===== config.mk =====
export PLATFORM = sky130hd
export DESIGN_NAME = one_to_four_demux
export DESIGN_NICKNAME = d
export VERILOG_FILES = /design/src/rtl/demux_pkg.sv /design/src/rtl/demux_sat_cnt.sv /design/src/rtl/one_to_four_demux.sv
export SDC_FILE = /design/constraint.sdc
export NUM_CORES = 1
export LEC_CHECK = 0
export BUFFER_PORTS_ARGS = -buffer_cell sky130_fd_sc_hd__buf_2
export CAP_MARGIN = 20
export CELL_PAD_IN_SITES_DETAIL_PLACEMENT = 1
export CELL_PAD_IN_SITES_GLOBAL_PLACEMENT = 2
export CORE_MARGIN = 5
export CORE_UTILIZATION = 24
export DETAILED_ROUTE_END_ITERATION = 7
export PLACE_DENSITY_LB_ADDON = 0.1
export SLEW_MARGIN = 20
export SYNTH_ARGS = -nofsm -noshare
export SYNTH_HDL_FRONTEND = slang
export SYNTH_SLANG_ARGS = --single-unit

===== constraint.sdc =====
create_clock -name clk -period 1.9 [get_ports clk]
set_input_delay 0.57 -clock clk [delete_from_list [all_inputs] [get_ports clk]]
set_output_delay 0.57 -clock clk [all_outputs]
set_load 0.01 [all_outputs]

===== src/rtl/demux_pkg.sv =====
// Shared constants, holding-stage state encoding and decode helper for the 1:4 demux.
package demux_pkg;

  localparam int N_OUT = 4;
  localparam int SEL_W = 2;
  localparam int CNT_W = 8;

  typedef enum logic {
    ST_EMPTY = 1'b0,
    ST_FULL  = 1'b1
  } state_e;

  // One-hot decode of a channel select.
  function automatic logic [N_OUT-1:0] onehot(input logic [SEL_W-1:0] sel);
    logic [N_OUT-1:0] v;
    v      = {N_OUT{1'b0}};
    v[sel] = 1'b1;
    return v;
  endfunction

endpackage


===== src/rtl/demux_sat_cnt.sv =====
// Saturating per-channel delivery counter; holds at all-ones instead of wrapping.
module demux_sat_cnt
  import demux_pkg::*;
(
  input  logic             clk,
  input  logic             rst_n,
  input  logic             inc,
  output logic [CNT_W-1:0] cnt
);

  logic [CNT_W-1:0] cnt_r;

  // Count deliveries, stopping at the maximum value.
  always_ff @(posedge clk or negedge rst_n) begin
    if (!rst_n) begin
      cnt_r <= {CNT_W{1'b0}};
    end else if (inc && (cnt_r != {CNT_W{1'b1}})) begin
      cnt_r <= cnt_r + {{(CNT_W-1){1'b0}}, 1'b1};
    end
  end

  assign cnt = cnt_r;

endmodule


===== src/rtl/one_to_four_demux.sv =====
// One-entry holding stage routing a beat to one of four channels, dropping beats for disabled channels.
// Define DEMUX_CNT_EN to add the chan_cnt port with four saturating delivery counters.
module one_to_four_demux
  import demux_pkg::*;
#(
  parameter int WIDTH = 4
) (
  input  logic             clk,
  input  logic             rst_n,
  input  logic [WIDTH-1:0] in_data,
  input  logic [1:0]       in_sel,
  input  logic             in_valid,
  output logic             in_ready,
  input  logic [3:0]       chan_en,
  output logic [WIDTH-1:0] out_data,
  output logic [3:0]       out_valid,
  input  logic [3:0]       out_ready,
  output logic             drop_pulse
`ifdef DEMUX_CNT_EN
  ,
  output logic [31:0]      chan_cnt
`endif
);

  state_e             state_r;
  state_e             state_nxt_s;
  logic [WIDTH-1:0]   data_r;
  logic [WIDTH-1:0]   data_nxt_s;
  logic [SEL_W-1:0]   sel_r;
  logic [SEL_W-1:0]   sel_nxt_s;
  logic [N_OUT-1:0]   valid_r;
  logic [N_OUT-1:0]   valid_nxt_s;
  logic               drop_r;
  logic               drop_nxt_s;
  logic               in_ready_s;
  logic               deliver_s;
  logic               accept_s;

  // Holding-stage registers; every output is driven from these except in_ready.
  always_ff @(posedge clk or negedge rst_n) begin
    if (!rst_n) begin
      state_r <= ST_EMPTY;
      data_r  <= {WIDTH{1'b0}};
      sel_r   <= {SEL_W{1'b0}};
      valid_r <= {N_OUT{1'b0}};
      drop_r  <= 1'b0;
    end else begin
      state_r <= state_nxt_s;
      data_r  <= data_nxt_s;
      sel_r   <= sel_nxt_s;
      valid_r <= valid_nxt_s;
      drop_r  <= drop_nxt_s;
    end
  end

  // Next-state: an enabled accept wins over delivery so the stage can stream one beat per cycle.
  always_comb begin
    state_nxt_s = state_r;
    data_nxt_s  = data_r;
    sel_nxt_s   = sel_r;
    valid_nxt_s = valid_r;
    drop_nxt_s  = 1'b0;
    in_ready_s  = 1'b1;
    deliver_s   = 1'b0;
    accept_s    = 1'b0;
    case (state_r)
      ST_EMPTY: begin
        in_ready_s = 1'b1;
        deliver_s  = 1'b0;
      end
      ST_FULL: begin
        in_ready_s = out_ready[sel_r];
        deliver_s  = out_ready[sel_r];
      end
      default: begin
        in_ready_s = 1'b1;
        deliver_s  = 1'b0;
      end
    endcase
    accept_s = in_valid && in_ready_s;
    if (accept_s && chan_en[in_sel]) begin
      state_nxt_s = ST_FULL;
      data_nxt_s  = in_data;
      sel_nxt_s   = in_sel;
      valid_nxt_s = onehot(in_sel);
    end else if (deliver_s) begin
      state_nxt_s = ST_EMPTY;
      valid_nxt_s = {N_OUT{1'b0}};
    end else begin
      state_nxt_s = state_r;
    end
    drop_nxt_s = accept_s && !chan_en[in_sel];
  end

  assign in_ready   = in_ready_s;
  assign out_data   = data_r;
  assign out_valid  = valid_r;
  assign drop_pulse = drop_r;

`ifdef DEMUX_CNT_EN
  for (genvar k = 0; k < N_OUT; k++) begin : g_cnt
    demux_sat_cnt u_cnt (
      .clk   (clk),
      .rst_n (rst_n),
      .inc   (valid_r[k] & out_ready[k]),
      .cnt   (chan_cnt[CNT_W*k +: CNT_W])
    );
  end
`endif

endmodule

# Yosys cells after proc, flatten, opt, wreduce, memory -nomap -nowiden
# Cells that the tools add are included.
dict set report totals {
  inputBits 17
  reg_bits 12
}
dict set report op_classes {
  mux 12
  bitwise 1
  reduce_logical 6
  magnitude_cmp 3
}
# op n
set ops {}
lappend ops {{4-bit two-way mux} 2}
lappend ops {{2-bit by 3-bit < comparator with 1-bit output, second input constant} 2}
lappend ops {{1-bit two-way mux} 5}
lappend ops {{1-bit binary-select mux with 2-bit select} 2}
lappend ops {{1-bit logical AND} 4}
lappend ops {{1-bit one-hot mux with 2 select lines} 2}
lappend ops {{1-bit demux with 2-bit select} 1}
lappend ops {{2-bit by 1-bit greater-or-equal comparator with 1-bit output, second input constant} 1}
lappend ops {{2-bit nonzero test} 1}
lappend ops {{1-bit zero test} 1}
lappend ops {{1-bit inverter} 1}

# Logic depth before layout (Yosys ltp)
dict set report depth {
  ltp_word 6
  depth_mapped 4
  depth_no_buf 3
}

# Worst setup path before layout
# OpenSTA, ideal clock, no wires.
dict set report synth_path {
  path_type {input-to-output}
  startpoint {in out_ready[3]}
  endpoint {out in_ready}
  slack_ps -51
  n_path_buf 0
  stages 2
  arrival_ps 1381
  cell_sequence {mux4_2 or2_2}
}
dict set report synth_between {
  elab_chain_cells 3
}
# item line_no
set synth_rtl {}
lappend synth_rtl {{start, declared} one_to_four_demux.sv:17} ;# input logic [3:0] out_ready,
lappend synth_rtl {{1-bit binary-select mux with 2-bit select} one_to_four_demux.sv:72} ;# in_ready_s = out_ready[sel_r];
lappend synth_rtl {{1-bit two-way mux (not written as such)} one_to_four_demux.sv:72}
lappend synth_rtl {{1-bit one-hot mux with 2 select lines} one_to_four_demux.sv:66} ;# case (state_r)
lappend synth_rtl {{end, declared} one_to_four_demux.sv:13} ;# output logic in_ready,
# No other way between the ends. The select of a mux whose other input is x is not followed.

# Final worst setup path
dict set report layout_path {
  startpoint {reg sel_r[0]}
  endpoint {out in_ready}
}
dict set report layout_between {
  elab_chain_cells 3
}
# item line_no
set layout_rtl {}
lappend layout_rtl {{start, declared} one_to_four_demux.sv:29} ;# logic [SEL_W-1:0] sel_r;
lappend layout_rtl {{start signal, assigned} one_to_four_demux.sv:44} ;# sel_r <= {SEL_W{1'b0}};
lappend layout_rtl {{start signal, assigned} one_to_four_demux.sv:50} ;# sel_r <= sel_nxt_s;
lappend layout_rtl {{1-bit binary-select mux with 2-bit select} one_to_four_demux.sv:72}
lappend layout_rtl {{1-bit two-way mux (not written as such)} one_to_four_demux.sv:72}
lappend layout_rtl {{1-bit one-hot mux with 2 select lines} one_to_four_demux.sv:66}
# No other way between the ends. The select of a mux whose other input is x is not followed.

==> summary.txt <==
Placed cell count - 96
Hold Crit Class - in2async
Core area - 2190 um^2
Largest family of logic cells by synthesized area - multiplexers
Synth Area in Simple Gates - 7.74%
CP max FO - 2
Synth Instances - 37
CP Class - reg2out
Yosys cell types - 15
Dpl hpwl - 1100 um
Post-layout min period - 2.10 ns
Pwr Total - 0.000983 W
Mux contribution to synthesized area - 23.9%
CP endpoint kind - output port
Crit Reg-Reg Startpoint - sel_r[0]
Max rail drop VDD - 496 uV
Deepest clock path buffer count - 2
Total GRT Usage - 9.00%
Aggregate global routing overflow - 0
Required @ worst endpoint - 1.33 ns
RSZ-0062 raised after global routing - yes
Placed Area - 751 um^2
Largest net degree at the start of global routing - 13
CTS Sinks - 12
Port Buf Inserts - 26
Power Density - 1230 nW/um^2
Post-Syn Nets - 54
Relative slew slack - 81.8%
Seq cells post-synth - 12
Post-Synth XOR/XNOR Area - 0%
DRC - 0
CP Launch Type - register
Reg2reg end - out_data[2]
FF-to-FF setup slack - 0.10 ns
Reg2Reg Depth - 5
Final std cells w/o fill - 101
Sequential share of the synthesized area - 54.7%
H-tree Lvls - 1
Hold slack - 0.156 ns
CTS Buf Count - 3
Failing checks - setup timing
Layout Nets - 91
Mapped Area - 549 um^2
Highest clock rate - 0.475 GHz
Crit path DAT - 1.53 ns
Total I/O pin count - 27
Final setup viols - 1
Pre-CTS setup slack - -0.235 ns
Post-Synth Adder-Cell Area - 0%
Endpoints failing hold - 0
Synthesized-area fraction occupied by ao, oa, aoi and oai cells - 10.9%
First-pass GRT wire length - 2210 um
First DRT Iteration DRCs - 1
Area grow syn2layout - 45.8%
Placement row count - 17
CTS tree - yes
Via count - 440
Hold_buf cts - 0
Status - finished, violations left
Number of fill cells in the layout - 265
Initial Util - 25.1%
Vias per cell - 4.36
Vias in the first global route - 495
Layout cells sized above 1 - 65.8%
Leak - 0.412 nW
Pin slew with the least headroom to its limit - 0.273 ns
Final period util - 111%
Die Wd - 57.8 um
Syn Area/Cell - 14.8 um^2
Max-cap viol count - 0
Die area - 3350 um^2
CTS clk-pin slew, worst paths - 0.08 ns
Final WL - 1400 um
Die height - 57.8 um
Final max-slew violation count - 0
Root Buffer - clkbuf_4
Wire per inst - 13.8 um
Detail Route Antenna Nets - 0
Worst Clk Skew - 0.00275 ns
Final instance area - 801 um^2
RD Place Congestion - 0.612
Yosys warns - 0
Antenna cells - 0
Drt pass-1 iters - 4
Clk_lat worst skew - 0.28 ns
Setup slack after layout - -0.205 ns
Initial antenna violation count - 0
## power by group
| part | switching [W] | internal (W) | leakage, nW |
|---|---|---|---|
| sequential | 0.0000510 | 0.000341 | 0.149 |
| clock | 0.0000889 | 0.000117 | 0.0210 |
| combinational | 0.000160 | 0.000226 | 0.243 |
## flip-flops by register name, summed over array words and instances (netlist names)
register and count:
drop_pulse 1, out_data 4, out_valid 4, sel_r 2, state_r 1
## worst max path at each step
stage	to	cells past startpoint	slack (ns)	startpoint
after CTS	in_ready	3	-0.23	sel_r[0]
after global placement	in_ready	4	-0.23	out_ready[3]
final	in_ready	3	-0.20	sel_r[0]
after detailed placement	in_ready	4	-0.23	out_ready[3]
after global routing	in_ready	3	-0.27	sel_r[0]
after floorplan	in_ready	2	0.01	out_ready[3]
## repair_timing
item / in CTS / in global routing
setup buffers: 1 / 0
gates resized for setup: 1 / 0
setup endpoints to repair: 1 / 1
pin swaps: 0 / 0
## critical path, stage by stage (launching register included)
cell and delay (ns):
dfrtp_1 0.37, mux4_2 0.52, or2_4 0.25, buf_6 0.12
## Yosys cell counts (all sizes together)
library cell	instances	share of area, %
a22oi	1	1.4
buf	1	2.0
dfrtp	12	55
inv	1	0.68
mux2	6	16
mux4	2	8.2
nand2	2	1.4
nand2b	2	2.3
nor2	1	0.68
nor2b	1	1.1
o211ai	1	2.3
o21ai	1	0.91
o2bb2ai	4	6.4
or2	2	2.3
## layer usage
metal	GRT usage, %	part of all wire [%]	wire length [um]	vias to the layer above
met2	14.7	48	674	18
li1	-	-	-	209
met3	5.57	9.0	126	3
met5	0	0	0	-
met4	2.98	1.0	14	0
met1	9.56	42	581	210
## logic make-up (layout without fill, tap and decap cells)
group,count (synthesis),in the layout
flip-flops,12,12
multiplexers,8,8
AND/OR/NAND/NOR,8,8
AO/OA/AOI/OAI,7,7
buffers and inverters,2,38
## stage by stage
stage / TNS [ns] / utilization [%]
4_1_cts: -0.226 / 36.6
3_5_place_dp: -0.558 / 34.3
2_1_floorplan: 0 / -
3_3_place_gp: -0.630 / 34.3
5_1_grt: -0.271 / 36.6
6_report: -0.205 / 36.6
## cell usage in the layout, fill, tap and decap left out
master / instances
mux4_2: 2
mux2_4: 5
clkbuf_4: 3
buf_2: 25
o211ai_2: 1
o21ai_0: 1
nand2b_1: 2
nor2b_1: 1
a22oi_1: 1
dfrtp_1: 12
buf_4: 7
inv_1: 1
mux2_2: 1
or2_2: 1
nor2_1: 1
buf_6: 1
o2bb2ai_1: 4
or2_4: 1
nand2_1: 2
clkbuf_8: 1
## final cells by class
class | instances | area, um^2 | area share, %
Timing Repair Buffer | 33 | 189 | 23.6
Inverter | 1 | 3.75 | 0.469
Sequential cell | 12 | 300 | 37.5
Tap cell | 28 | 35.0 | 4.38
Clock buffer | 4 | 36.3 | 4.53
Multi-Input combinational cell | 23 | 236 | 29.5
No activity file was read; power rests on OpenSTA's default activity.
